===== src/rtl/lc_request_assembler.sv =====
// lc_request_assembler: assembles a header plus payload words into a 256-bit lifecycle ID and issues a one-cycle request
module lc_request_assembler #(
  parameter int WORD_W          = 32,
  parameter int ID_WIDTH        = 256,
  parameter int TIMEOUT_CYCLES  = 1024,
  parameter int COOLDOWN_CYCLES = 16
) (
  input  logic                clk,
  input  logic                rst,
  input  logic                host_valid,
  input  logic [WORD_W-1:0]   host_data,
  output logic                host_ready,
  output logic [ID_WIDTH-1:0] lc_transition_id,
  output logic                lc_transition_request_in,
  output logic [ID_WIDTH-1:0] lc_authentication_id,
  output logic                lc_authentication_valid,
  output logic                busy,
  output logic                err_illegal_op,
  output logic                err_timeout,
  output logic [7:0]          req_count
);
  localparam int NWORDS = ID_WIDTH / WORD_W;
  localparam int IW = NWORDS > 1 ? $clog2(NWORDS) : 1;
  localparam logic [31:0] TMO_LAST = 32'(TIMEOUT_CYCLES - 1);
  localparam logic [31:0] CD_LAST = COOLDOWN_CYCLES > 0 ? 32'(COOLDOWN_CYCLES - 1) : 32'd0;
  typedef enum logic [1:0] {IDLE, COLLECT, ISSUE, COOLDOWN} state_t;
  state_t state;
  logic [IW-1:0] idx;
  logic [31:0] tmo;
  logic [31:0] cd;
  logic is_auth;
  logic hs;
  logic [ID_WIDTH-1:0] shadow;
  logic [ID_WIDTH-1:0] merged;
  assign host_ready = state == IDLE || state == COLLECT;
  assign busy = state != IDLE;
  assign hs = host_valid && host_ready;
  // shadow with the current word folded in, so the final word can publish on its own handshake edge
  always_comb begin
    merged = shadow;
    merged[WORD_W*idx +: WORD_W] = host_data;
  end
  // control FSM with registered pulses, published IDs and sticky error flags
  always_ff @(posedge clk or negedge rst) begin
    if (!rst) begin
      state <= IDLE;
      idx <= '0;
      tmo <= '0;
      cd <= '0;
      is_auth <= 1'b0;
      shadow <= '0;
      lc_transition_id <= '0;
      lc_transition_request_in <= 1'b0;
      lc_authentication_id <= '0;
      lc_authentication_valid <= 1'b0;
      err_illegal_op <= 1'b0;
      err_timeout <= 1'b0;
      req_count <= '0;
    end else begin
      lc_transition_request_in <= 1'b0;
      lc_authentication_valid <= 1'b0;
      case (state)
        IDLE: begin
          if (hs) begin
            if (host_data[1:0] == 2'b01 || host_data[1:0] == 2'b10) begin
              is_auth <= host_data[1];
              err_illegal_op <= 1'b0;
              err_timeout <= 1'b0;
              idx <= '0;
              tmo <= '0;
              shadow <= '0;
              state <= COLLECT;
            end else begin
              err_illegal_op <= 1'b1;
            end
          end
        end
        COLLECT: begin
          if (hs) begin
            shadow <= merged;
            tmo <= '0;
            idx <= idx + 1'b1;
            if (idx == IW'(NWORDS - 1)) begin
              state <= ISSUE;
              if (is_auth) begin
                lc_authentication_id <= merged;
                lc_authentication_valid <= 1'b1;
              end else begin
                lc_transition_id <= merged;
                lc_transition_request_in <= 1'b1;
              end
              if (req_count != 8'hff) req_count <= req_count + 8'd1;
            end
          end else if (tmo == TMO_LAST) begin
            state <= IDLE;
            err_timeout <= 1'b1;
            shadow <= '0;
          end else begin
            tmo <= tmo + 32'd1;
          end
        end
        ISSUE: begin
          cd <= '0;
          state <= COOLDOWN_CYCLES > 0 ? COOLDOWN : IDLE;
        end
        COOLDOWN: begin
          if (cd == CD_LAST) state <= IDLE;
          else cd <= cd + 32'd1;
        end
        default: state <= IDLE;
      endcase
    end
  end
endmodule


===== config.mk =====
export PLATFORM = sky130hd
export DESIGN_NAME = lc_request_assembler
export DESIGN_NICKNAME = d
export VERILOG_FILES = /design/src/rtl/lc_request_assembler.sv
export SDC_FILE = /design/constraint.sdc
export NUM_CORES = 2
export LEC_CHECK = 0
export ABC_AREA = 1
export CAP_MARGIN = 20
export CELL_PAD_IN_SITES_DETAIL_PLACEMENT = 1
export CELL_PAD_IN_SITES_GLOBAL_PLACEMENT = 2
export CORE_MARGIN = 1.5
export CORE_UTILIZATION = 30
export CTS_CLUSTER_DIAMETER = 50
export DETAILED_ROUTE_END_ITERATION = 6
export PLACE_DENSITY = 0.86
export SLEW_MARGIN = 5
export SYNTH_ARGS = -nofsm -noshare
export SYNTH_HDL_FRONTEND = slang
export SYNTH_SLANG_ARGS = --single-unit

===== constraint.sdc =====
create_clock -name clk -period 7.1 [get_ports clk]
set_input_delay 1.42 -clock clk [delete_from_list [all_inputs] [get_ports clk]]
set_output_delay 1.42 -clock clk [all_outputs]
set_load 0.02 [all_outputs]

# Yosys cells after proc, flatten, opt, wreduce, memory -nomap -nowiden

Cells that the tools add are included.

Eq/ne operators: 19
$add $sub $neg: 5
Shift-type cells: 2
Bitwise gates (word level): 1
Reductions and logical operators: 18
Muxes and demuxes: 38

Operators with widths:

| kind                        | count |
|---|---|
| $mux W256                   | 4 |
| $pmux W256 S2               | 1 |
| $bwmux W256                 | 1 |
| $shift A32 B34 Y256 const A | 1 |
| $shiftx A32 B34 Y256        | 1 |
| $mux W32                    | 5 |
| $pmux W32 S2                | 2 |
| $add A32 B1 Y32 const B     | 2 |
| $neg A8 Y34                 | 1 |
| $eq A32 B10 Y1 const B      | 1 |
| $eq A32 B4 Y1 const B       | 1 |
| $reduce_and A4 Y1           | 6 |
| $mux W1                     | 13 |
| $mux W2                     | 6 |
| $ne A2 B2 Y1 const B        | 5 |
| $reduce_and A5 Y1           | 2 |
| $mux W3                     | 3 |
| $add A8 B1 Y8 const B       | 1 |
| $ne A8 B8 Y1 const B        | 1 |
| $pmux W2 S4                 | 1 |
| $eq A2 B2 Y1 const B        | 3 |
| $ne A3 B2 Y1 const B        | 2 |
| $pmux W3 S2                 | 1 |
| $reduce_bool A2 Y1          | 3 |
| 12 further kinds            | 16 |

Register bits after elaboration: 850
Output and inout bits: 526
Logic and storage cells: 96
Input port bits: 35

# Depth between registers and ports, before layout

Depth in word-level cells: 5
Depth in mapped cells: 13
Depth with buffers taken out: 10

# Worst setup path after synthesis

Ideal clock, no wire load.

Path kind: input to register
Start: in host_valid
End: reg req_count[4]
Buffers on the path: 1
Setup time: 0.131 ns
Arrival time: 2.380 ns
Slack: 4.590 ns
Stages: 9
Required time: 6.969 ns
Path through: nand2_2 buf_4 nor2_4 inv_2 nor2_1 o21ai_2 inv_1 nand2_1 xnor2_1

Longest elaborated chain between the ends: 2

RTL lines:

| element                            | line | text |
|---|---|---|
| start, declared                    | 10   | `input logic host_valid,` |
| $logic_and A1 B1 Y1                | 37   | `assign hs = host_valid && host_ready;` |
| $reduce_and A4 Y1 (no source line) | -    |  |
| end signal, assigned               | 92   | `if (req_count != 8'hff) req_count <= req_count + 8'd1;` |
| end, declared                      | 20   | `output logic [7:0] req_count` |

No other way between the ends.
A chain may end at the register's enable or synchronous reset.

# Worst setup path after layout

Start: reg idx[0]
End: reg lc_authentication_id[118]

Longest elaborated chain between the ends: 3
Elaborated cells on any way between the ends: 6
Those cells by class: 1 x add/sub; 1 x eq/ne; 2 x shift; 1 x mux; 1 x reduce/logical

RTL lines:

| element                                                     | line | text |
|---|---|---|
| start, declared                                             | 28   | `logic [IW-1:0] idx;` |
| start signal, assigned                                      | 82   | `idx <= idx + 1'b1;` |
| $neg A8 Y34                                                 | 41   | `merged[WORD_W*idx +: WORD_W] = host_data;` |
| $shiftx A32 B34 Y256 or $shift A32 B34 Y256 (tied branches) | 41   |  |
| $bwmux W256                                                 | 41   |  |
| end signal, assigned                                        | 86   | `lc_authentication_id <= merged;` |
| end, declared                                               | 15   | `output logic [ID_WIDTH-1:0] lc_authentication_id,` |

Several ways; a longest one is shown, not always the timed one.

==> results by group <==
Timing
  • Setup_tns: 0 ns
  • Worst slew pin tran: 1.11 ns
  • RSZ-0062 raised after global routing: no
  • Slew headroom: 25.0%
  • Tmin final: 4.45 ns
  • Hold WS: 0.481 ns
  • Pins Over Slew Limit: 0
  • Final hold vios: 0
  • Final setup vio count: 0
  • Maximum clock frequency: 225 MHz
  • Layout Skew: 0.0420 ns
  • Crit share post-route: 62.6%

Pwr
  • Peak supply drop: 0.208 mV
  • Switching Fraction: 39.5%
  • Comb pwr share: 28.8%
  • Clock power share: 36.1%
  • Net Switching: 0.00661 W
  • Cell internal pwr: 0.0101 W
  • Static leakage: 19.2 nW
  • Power per cell area: 363 mW/mm^2
  • Seq pwr share: 35.1%

Yosys
  • Ys async rst share: 100%
  • Most common flop cell mapped by yosys: dfrtp_1
  • Seq/Total Area, Yosys: 60.0%
  • Yosys top cell by area: dfrtp_1
  • Xor and xnor fraction of the mapped netlist area: 0.395%
  • Ys Warns: 0
  • Syn Area/Cell: 8.95 um^2
  • Complex-gate fraction of the synthesized area: 16.5%
  • Most common cell in the netlist: nand2_1
  • Synth area leaders: dfrtp_1, nand2_1, o21ai_0, o21ai_1, buf_2
  • Share of the synthesized area in the top cell type: 60.0%
  • EDFF count, synth: 0
  • Synth cell count leaders: nand2_1, dfrtp_1, o21ai_0
  • Post-Synth Adder-Cell Area: 0.282%
  • Simple-gate share of the synthesized area: 17.5%
  • Main combinational cell family by area after synthesis: simple AND/OR/NAND/NOR gates
  • Unique masters post-synth: 39
  • Syn Nets: 4003
  • Yosys reg bits: 850
  • Mapped Area: 0.0354 mm^2
  • Mapped Cells: 3960
  • Mux cell area share after synthesis: 0.226%

Clock tree
  • CTS Hold Bufs: 0
  • Clock Pin Slew Worst Setup and Hold Paths: 0.06 ns
  • CTS sink cnt: 850
  • CTS root buf: clkbuf_16
  • CTS tree: yes
  • Worst-Skew Late Latency: 0.71 ns
  • Post-CTS setup buffers: 0
  • Cts bufs inserted: 113
  • Max clock buf depth: 3
  • CTS-repair resized insts: 0
  • H-tree lvl count: 3

Job
  • Max Cap Viol: 0

Cells and area
  • Final Core Density: 39.5%
  • Share of layout cells above drive strength 1: 6.40%
  • Final-stage net count: 4462
  • Area growth, synth to finish: 30.1%

Die
  • Core Box Area: 0.117 mm^2
  • Starting Density: 30.4%
  • Top Ports: 561
  • Die ar.: 0.120 mm^2
  • Cell Rows: 125
  • Die height: 347 um
  • Die Wd: 347 um

Routing
  • Total Wirelength: 138 mm
  • Drt via density: 5.00
  • Initial DRC Count: 2089
  • Detail Route Antenna Nets: 0
  • Drt pass-1 iters: 7
  • Post-route DRC: 0
  • Drt wl/cell: 22.8 um
  • Total number of vias: 30248

Setup path
  • Crit path DAT: 5.00 ns
  • Worst-case reg-to-reg path depth: 8
  • Crit end category: flip-flop
  • CP endpoint: lc_authentication_id[118]
  • Worst r2r dst: lc_authentication_id[118]
  • R2R Setup Slk: 2.65 ns
  • Critical path class: flip-flop to flip-flop
  • Crit path launch: idx[0]
  • Worst r2r src: idx[0]
  • Critical Path Start Type: flip-flop
  • CP required: 7.65 ns
  • CP max FO: 38

Global routing
  • GRT overflow: 0
  • Vias in the first global route: 31511
  • Initial antenna violation count: 29
  • Largest net degree at the start of global routing: 197
  • First-pass GRT wire length: 208 mm
  • GRT Util Overall: 22.7%

Place
  • Gpl congestion: 0.893
  • Post-DP HPWL: 95.5 mm
  • Port Buffers: 560

Status
  • Status: finished, final reports clean

Hold path
  • Worst Hold Class: flip-flop to flip-flop
==> flip-flops by register name, indices dropped and copies added, names as in the netlist, 3 cells and up, named ones only <==
register,flops
req_count,8
lc_authentication_id,256
cd,32
tmo,32
lc_transition_id,256
shadow,256
idx,3
==> worst max-delay path: stages, from the launching register on <==
cell and delay, ns:
dfrtp_1 0.39, inv_4 0.06, ha_1 0.69, inv_1 1.00, nand3_2 0.71, inv_2 0.67
o21ai_0 0.18, o21ai_1 0.40, o21ai_0 0.15
==> power groups by stage <==
| stage | clock network [W] | registers, W | logic, W |
|---|---|---|---|
| 6_report | 0.00604 | 0.00588 | 0.00483 |
| 5_1_grt | 0.00635 | 0.00595 | 0.00527 |
| 2_1_floorplan | 0 | 0.00594 | 0.00274 |
| 4_1_cts | 0.00617 | 0.00587 | 0.00485 |
| 3_3_place_gp | 0 | 0.00592 | 0.00473 |
| 3_5_place_dp | 0 | 0.00594 | 0.00483 |
==> per-layer routing <==
layer	share of wire, %	global-route usage [%]	wire (um)
met4	2.2	5.89	2980
met5	0.15	0	207
met2	47	36.9	64700
met3	7.7	6.58	10600
met1	43	29.5	59200
==> per-stage QoR <==
stage               power, W  instance area (um^2)  std cells  setup slack (ns)
finish                0.0167                 46100       6045              2.65
global route          0.0176                 46100       6042              2.36
CTS                   0.0169                 46000       6039              2.64
detailed placement    0.0108                 42000       5825              2.60
global placement      0.0106                 42000       5823              2.65
floorplan            0.00867                 35400       3960              4.59
==> cell usage in the layout (no fill, tap or decap), types with 16 or more instances in the layout <==
cell type,instances
nand2_1,1219
dfrtp_1,850
o21ai_0,643
clkdlybuf4s50_1,559
o21ai_1,507
nor2_1,119
inv_1,117
clkbuf_16,116
nand3_1,98
nor3_1,25
nand4_1,22
clkbuf_8,19
clkinv_2,16
==> kinds of logic (layout without fill, tap and decap cells) <==
group | count (synthesis) | after routing
mux | 8 | 8
compound gates | 1165 | 1165
xor+xnor | 16 | 16
other cells | 0 | 3
simple gates | 1539 | 1539
buf+inv | 374 | 932
flops | 850 | 850
fa+ha+maj | 8 | 8
==> area by class of cell <==
type | count | area, um^2
Sequential cell | 850 | 21300
Antenna cell | 3 | 7.51
Tap cell | 1524 | 1910
Inverter | 129 | 509
Fill cell | 13349 | 70600
Clock buffer | 142 | 3190
Clock inverter | 72 | 826
Timing Repair Buffer | 589 | 6000
Multi-Input combinational cell | 2736 | 12400
==> how the worst min path moves through the flow <==
stage / startpoint / to / slack [ns] / cells after the start
4_1_cts: shadow[182] / shadow[182] / 0.49 / 2
3_3_place_gp: shadow[13] / shadow[13] / 0.46 / 2
3_5_place_dp: lc_authentication_id[113] / lc_authentication_id[113] / 0.47 / 2
5_1_grt: lc_authentication_id[40] / lc_authentication_id[40] / 0.50 / 2
6_report: shadow[182] / shadow[182] / 0.48 / 2
2_1_floorplan: shadow[0] / shadow[0] / 0.45 / 2
No activity file was read; power rests on OpenSTA's default activity.
